==> src/rtl/mlp_pkg.sv <==
`default_nettype none
// ============================================================================
// Module      : mlp_pkg
// Description : Shared types and constants for the MLP core and its output
//               stages (FSM state encoding, index-width helper, Q-format split).
// Revision    : 1.0 - initial release
// ============================================================================
package mlp_pkg;

    typedef enum logic [1:0] {
        IDLE = 2'd0,
        SCAN = 2'd1,
        HOLD = 2'd2
    } state_e;

    // Neuron output format used across the MLP datapath: Q(INT).(FRAC)
    localparam int unsigned MLP_WIDTH  = 8;
    localparam int unsigned INT_WIDTH  = MLP_WIDTH * 3 / 8;
    localparam int unsigned FRAC_WIDTH = MLP_WIDTH * 5 / 8;

    function automatic int unsigned idx_w(input int unsigned n);
        return (n <= 1) ? 1 : $clog2(n);
    endfunction

endpackage
`default_nettype wire

==> src/rtl/mlp_argmax_stage.sv <==
`default_nettype none
// ============================================================================
// Module      : mlp_argmax_stage
// Description : Captures one signed neuron-output vector, scans it one element
//               per cycle and presents argmax index, value and tie flag.
// Revision    : 1.0 - initial release
// ============================================================================
module mlp_argmax_stage
    import mlp_pkg::*;
#(
    parameter  int unsigned WIDTH = 8,
    parameter  int unsigned N     = 4,
    localparam int unsigned IDX_W = idx_w(N)
) (
    input  logic                    clk,
    input  logic                    rst_n,
    input  logic                    in_valid,
    output logic                    in_ready,
    input  logic signed [WIDTH-1:0] in_data [N-1:0],
    output logic                    out_valid,
    input  logic                    out_ready,
    output logic [IDX_W-1:0]        out_index,
    output logic signed [WIDTH-1:0] out_value,
    output logic                    out_tie
);

    localparam logic [IDX_W-1:0] LAST_IDX = IDX_W'(N - 1);

    state_e                  state_q;
    state_e                  state_d;
    logic signed [WIDTH-1:0] buf_q [N-1:0];
    logic [IDX_W-1:0]        idx_q;
    logic [IDX_W-1:0]        best_idx_q;
    logic signed [WIDTH-1:0] best_val_q;
    logic                    tie_q;
    logic                    accept;
    logic                    scan_last;

    assign accept    = in_valid && in_ready;
    assign scan_last = (idx_q == LAST_IDX);

    always_ff @(posedge clk or negedge rst_n) begin
        if (!rst_n) begin
            state_q <= IDLE;
        end else begin
            state_q <= state_d;
        end
    end

    always_comb begin
        state_d = state_q;
        case (state_q)
            IDLE: begin
                if (in_valid) begin
                    state_d = (N > 1) ? SCAN : HOLD;
                end
            end
            SCAN: begin
                if (scan_last) begin
                    state_d = HOLD;
                end
            end
            HOLD: begin
                if (out_ready) begin
                    state_d = IDLE;
                end
            end
            default: state_d = IDLE;
        endcase
    end

    always_comb begin
        in_ready  = 1'b0;
        out_valid = 1'b0;
        case (state_q)
            IDLE:    in_ready  = 1'b1;
            HOLD:    out_valid = 1'b1;
            default: begin
                in_ready  = 1'b0;
                out_valid = 1'b0;
            end
        endcase
    end

    // Element 0 seeds the running best at capture; the scan starts at index 1.
    always_ff @(posedge clk or negedge rst_n) begin
        if (!rst_n) begin
            for (int i = 0; i < N; i++) begin
                buf_q[i] <= '0;
            end
            idx_q      <= '0;
            best_idx_q <= '0;
            best_val_q <= '0;
            tie_q      <= 1'b0;
        end else begin
            case (state_q)
                IDLE: begin
                    if (accept) begin
                        for (int i = 0; i < N; i++) begin
                            buf_q[i] <= in_data[i];
                        end
                        best_val_q <= in_data[0];
                        best_idx_q <= '0;
                        tie_q      <= 1'b0;
                        idx_q      <= (N > 1) ? IDX_W'(1) : '0;
                    end
                end
                SCAN: begin
                    if (buf_q[idx_q] > best_val_q) begin
                        best_val_q <= buf_q[idx_q];
                        best_idx_q <= idx_q;
                        tie_q      <= 1'b0;
                    end else if (buf_q[idx_q] == best_val_q) begin
                        tie_q      <= 1'b1;
                    end
                    if (!scan_last) begin
                        idx_q <= idx_q + 1'b1;
                    end
                end
                default: begin
                    idx_q <= idx_q;
                end
            endcase
        end
    end

    assign out_index = best_idx_q;
    assign out_value = best_val_q;
    assign out_tie   = tie_q;

endmodule
`default_nettype wire

==> config.mk <==
export PLATFORM = sky130hd
export DESIGN_NAME = mlp_argmax_stage
export DESIGN_NICKNAME = d
export VERILOG_FILES = /design/src/rtl/mlp_pkg.sv /design/src/rtl/mlp_argmax_stage.sv
export SDC_FILE = /design/constraint.sdc
export NUM_CORES = 1
export LEC_CHECK = 0
export CORE_ASPECT_RATIO = 0.75
export CORE_MARGIN = 2
export CORE_UTILIZATION = 53
export CTS_BUF_LIST = sky130_fd_sc_hd__clkbuf_8
export CTS_CLUSTER_DIAMETER = 120
export CTS_CLUSTER_SIZE = 16
export DETAILED_ROUTE_END_ITERATION = 6
export PLACE_DENSITY = 0.91
export SYNTH_ARGS = -nofsm -noshare
export SYNTH_HDL_FRONTEND = slang
export SYNTH_SLANG_ARGS = --single-unit
export TNS_END_PERCENT = 30
==> constraint.sdc <==
create_clock -name clk -period 3.6 [get_ports clk]
set_input_delay 0.72 -clock clk [delete_from_list [all_inputs] [get_ports clk]]
set_output_delay 0.72 -clock clk [all_outputs]
set_load 0.02 [all_outputs]
# Word-level counts from Yosys, hierarchy flattened
# Cells that the tools add are included.
classes:
  n_mux: 21
  n_reduce_logical: 8
  add_sub_neg: 1
  n_eq_ne: 11
  n_lt_le_gt_ge: 2
ops:
  columns: ["op", "n"]
  rows:
  - ["two-way mux 8 bit", 3]
  - ["binary-select mux 8 bit (select 2 bit)", 1]
  - ["one-hot mux 8 bit (2 select lines)", 1]
  - ["two-way mux 2 bit", 7]
  - ["inequality test 2 bit (second input constant)", 6]
  - ["AND reduction 3 bit", 4]
  - ["equality test 8 bit", 1]
  - ["greater-than comparator 8 bit", 1]
  - ["one-hot mux 2 bit (2 select lines)", 2]
  - ["one-hot mux 2 bit (3 select lines)", 1]
  - ["two-way mux 1 bit", 5]
  - ["equality test 2 bit (second input constant)", 2]
  - ["< comparator 2 x 3 -> 1 bit (second input constant)", 1]
  - ["inequality test 3 bit (second input constant)", 1]
  - ["adder 2 x 1 -> 2 bit (second input constant)", 1]
  - ["equality test 2 x 1 -> 1 bit (second input constant)", 1]
  - ["logical NOT 2 bit", 1]
  - ["one-hot mux 1 bit (2 select lines)", 1]
  - ["AND reduction 2 bit", 1]
  - ["nonzero test 2 bit", 1]
  - ["logical AND 1 bit", 1]
totals:
  reg_bits: 47
  output_inout_bits: 13

# Logic depth before layout (Yosys ltp)
logic_depth:
  ltp_word: 6
  depth_mapped: 10

# Worst setup path after synthesis
# Ideal clock, no wire load.
synth_timing:
  path_type: "reg2reg"
  from: "reg idx_q[0]"
  to: "reg best_val_q[0] (netlist: out_value[0])"
  path_stages_with_launch: 9
  path_slack_ns: 0.694
  setup_ns: 0.125
  path_buffers: 1
  synth_period_minus_slack_ns: 2.906
  arrival_time_ns: 2.781
  path_cell_list: "dfrtp_1 > buf_2 > mux4_2 > ha_1 > and4_4 > a21o_1 > a311o_4 > a21oi_4 > mux2_4"
synth_between:
  elab_chain_len: 5
synth_lines:
  columns: ["item", "line_no", "rtl"]
  rows:
  - ["from (decl)", "mlp_argmax_stage.sv:32", "logic [IDX_W-1:0] idx_q;"]
  - ["from (signal assigned)", "mlp_argmax_stage.sv:105", "idx_q <= (N > 1) ? IDX_W'(1) : '0;"]
  - ["from (signal assigned)", "mlp_argmax_stage.sv:117", "idx_q <= idx_q + 1'b1;"]
  - ["from (signal assigned)", "mlp_argmax_stage.sv:121", "idx_q <= idx_q;"]
  - ["binary-select mux 8 bit (select 2 bit) (*)", "mlp_argmax_stage.sv:109, mlp_argmax_stage.sv:110", null]
  - ["two-way mux 8 bit (not written as such) (*)", "mlp_argmax_stage.sv:109, mlp_argmax_stage.sv:110", null]
  - ["greater-than comparator 8 bit", "mlp_argmax_stage.sv:109", "if (buf_q[idx_q] > best_val_q) begin"]
  - ["inequality test 2 bit (no line)", null, null]
  - ["AND reduction 3 bit (no line)", null, null]
  - ["to (signal assigned)", "mlp_argmax_stage.sv:102", "best_val_q <= in_data[0];"]
  - ["to (signal assigned)", "mlp_argmax_stage.sv:110", "best_val_q <= buf_q[idx_q];"]
  - ["to (decl)", "mlp_argmax_stage.sv:34", "logic signed [WIDTH-1:0] best_val_q;"]
# Mark *: on every way between the ends. The rest lies on a longest branch, timed or not. The select of a mux whose other input is x is not followed.
# A chain may end at the register's enable or synchronous reset.

# Worst setup path after layout
# Same ends and word-level chain as after synthesis.

==> results by group <==
Synthesis
  • Number of enable-type register cells in the synthesized netlist: 0
  • Area fraction of the dominant cell type after synthesis: 50.78%
  • Top cell type by total area after synthesis: dfrtp_1
  • Post-synthesis net count: 280
  • Post-synthesis async set-or-reset flop share: 100.0%
  • Main area contributors after synthesis: dfrtp_1 (51%), nand2_1 (17%), mux4_2 (6.8%)
  • Unique masters post-synth: 29
  • Number of register bits inferred by synthesis: 47
  • Synth Instances: 235
  • Post-synthesis instance area: 2316 um^2
  • Post-synth top flop: dfrtp_1
  • Share of the yosys chip area belonging to registers: roughly half
  • Avg Inst Size Synth: ~10 um^2
  • Number of warnings reported in the yosys synthesis log: 0

Timing
  • Final number of hold-violating endpoints: 0
  • Share of the cycle needed by the critical path after routing: 89.01%
  • Setup TNS: 0 ns
  • Worst Skew: slightly above 0.008 ns
  • Slew HR: roughly a third
  • Unrepaired setup endpoints after global routing: no
  • Transition time of the tightest slew-check pin: about 0.98 ns
  • Post-route setup slack: 0.3956 ns
  • Highest achievable clock rate: 312.1 MHz
  • Number of slew-limit violations in the final report: 0
  • Post-layout minimum cycle time: 3.204 ns
  • Final number of setup-violating endpoints: 0

Final layout
  • Summed area of non-filler cells in the final layout: 2975 um^2
  • Antenna diodes: 0
  • FF/Latch Area: around 1200 um^2
  • Fraction of final layout cells with drive strength greater than 1: 10.84%
  • # fillers: around 300
  • Fin util: 72.06%
  • Multi-input gate area in the final layout: 1060 um^2
  • Nets: 330
  • Area growth from synthesis to layout: 28.47%

Clock tree
  • Clock latency reported for the late side of the worst-skew pair: 0.30 ns
  • Post-CTS Setup Bufs: 0
  • Max Root-Sink Buffers: 2
  • CTS clock-pin slew for the worst setup and hold paths: approximately 0.090 ns
  • CTS sink cnt: 47
  • Maximum level of the CTS H-tree: 2
  • Total clock buffers created by CTS: 5
  • Post-cts hold buffer count: 0
  • CTS Root Buffer Type: clkbuf_8
  • CTS tree: done
  • Number of resized instances in the post-cts repair step: 0

Floorplan
  • Starting Density: 56.09%
  • Overall die area: about 4900 um^2
  • Placeable core area: 4129 um^2
  • Site row count: 20
  • X dimension of the die: between 80 and 90 um
  • Die H: 61.25 um
  • Number of ports placed on the die boundary: 49

Global routing
  • Global route hottest layer: met2
  • Number of global-route vias before repair: around 1.9k
  • Largest net degree at the start of global routing: 48
  • Overall routing resource usage: a little under a quarter
  • Global-route wire length before repair: 8.438 mm
  • Met3 demand-to-capacity share in global routing: 6.012%
  • GRT overflow: 0
  • Global routing met1 resource utilization: 29.44%
  • Initial antenna violation count: 0
  • Met2 GRT Util: 38.69%

Drt
  • Wirelength per Cell: 14.67 um
  • Vias after detailed routing: 1,805
  • Total wirelength of the detailed-routed design: between 5 and 6 mm
  • Detailed router's first-iteration violation count: 131
  • Post-route DRC: 0
  • 1st-pass router iterations: 4
  • Vias per std cell: 5.293
  • Post-route antenna net violation count: 0

Placement
  • Placed inst area: roughly 2900 um^2
  • HPWL after detailed placement: 3.584 mm
  • Port Buffers: 48
  • Post-place setup slack: 0.4473 ns
  • Weighted congestion at the end of routability-driven global placement: 0.8242

Critical path
  • Critical Path Source Type: flip-flop
  • Crit path launch: idx_q[0]$_DFFE_PN0P_
  • Setup crit end kind: flip-flop
  • Startpoint of the worst-slack reg-to-reg timing path: idx_q[0]$_DFFE_PN0P_
  • Crit path required time: ~3.8 ns
  • Highest net fanout along the worst path: 13
  • Critical path data arrival time: 3.39 ns
  • CP Class: flip-flop to flip-flop
  • Register-to-register path setup slack: ~0.40 ns

Power and ir drop
  • Final Power: 2.987 mW
  • P per Cell Area: 1004 nW/um^2
  • Leakage power summed over all cells: ~1.5 nW
  • Peak VDD IR: 0.0004861 V

Job
  • # Max-Cap Violations: 0

Min path
  • Path category of the worst min-delay check: flip-flop to flip-flop
  • Hold wc startpoint: buf_q[10]$_DFFE_PN0P_

Outcome
  • Result of the run: finished, final reports clean
[where the power goes]
group	leakage (nW)	internal, mW	total, mW	switching, mW
Clock	0.0587	0.210	0.393	0.183
Sequential	0.581	0.783	0.975	0.192
Combinational	0.863	0.774	1.62	0.845
Total	1.50	1.77	2.99	1.22
[registers in the layout (all words and copies together), names as in the netlist]
register / count
out_value: 8
state_q: 2
buf_q: 32
idx_q: 2
out_index: 2
out_tie: 1
[through the flow]
| stage | cells | hold WS (ns) |
|---|---|---|
| floorplan | 235 | 0.4244 |
| global placement | 333 | 0.4570 |
| detailed placement | 333 | 0.4597 |
| CTS | 341 | 0.4836 |
| global route | 341 | 0.5080 |
| finish | 341 | 0.4841 |
[metal layers]
layer | vias up | share of wire [%]
met2 | 73 | 49
met1 | 851 | 42
met4 | 0 | 2.0
met5 | - | 0
met3 | 12 | 6.7
li1 | 869 | -
[worst max-delay path: stages, from the launching register on]
cell and delay [ns]:
dfrtp_1 0.72, buf_4 0.22, mux4_2 0.52, ha_1 0.21, a21oi_1 0.16, o21ai_0 0.15
a311o_4 0.44, a21oi_4 0.34, mux2_4 0.34
[cells in the final DEF (no fill, tap or decap), drive strengths merged]
| master | count |
|---|---|
| nand2 | 102 |
| mux4 | 7 |
| clkbuf | 5 |
| inv | 12 |
| nor2 | 4 |
| a32oi | 1 |
| a22o | 1 |
| a311o | 1 |
| dfrtp | 47 |
| mux2i | 15 |
| a32o | 2 |
| and4 | 1 |
| o21ai | 6 |
| clkinv | 1 |
| buf | 6 |
| nor2b | 4 |
| and2 | 1 |
| a21o | 1 |
| and3 | 4 |
| ha | 9 |
| a21oi | 5 |
| mux2 | 2 |
| clkdlybuf4s50 | 47 |
| or2 | 1 |
| bufinv | 1 |
[logic make-up after synthesis]
group                      Yosys count  share of synthesized area, %
DFF                                 47                         50.78
muxes                               24                         14.42
AOI/OAI and AO/OA                   17                         5.835
and+or+nand+nor                    117                         20.64
adders and majority gates            9                         4.862
buffers and inverters               21                         3.458
[synthesized netlist by cell type, types with 2 or more instances]
master,instances
nor2_1,3
mux4_2,7
a32o_1,2
nor2b_1,3
nand2_1,102
mux2i_1,15
ha_1,9
dfrtp_1,47
inv_1,11
buf_1,2
a21oi_1,4
and3_1,3
clkbuf_1,7
o21ai_0,5
[path summary, 6_finish.rpt]
path	endpoint	cells after the start
min in group asynchronous	out_index[1]$_DFFE_PN0P_	1
max	out_value[0]$_DFFE_PN0P_	8
min reg2reg	buf_q[10]$_DFFE_PN0P_	2
max in group asynchronous	buf_q[9]$_DFFE_PN0P_	1
max reg2reg	out_value[0]$_DFFE_PN0P_	8
min	buf_q[10]$_DFFE_PN0P_	2
[cell type report]
type | count | share of cell area [%]
multi-input combinational | 167 | 35.62
clock buffer | 5 | 2.313
clock inverter | 3 | 1.598
inverter | 11 | 1.388
tap | 55 | 2.313
timing repair buffer | 53 | 17.24
sequential | 47 | 39.53
Note: power is estimated with default switching activity, not from simulation.
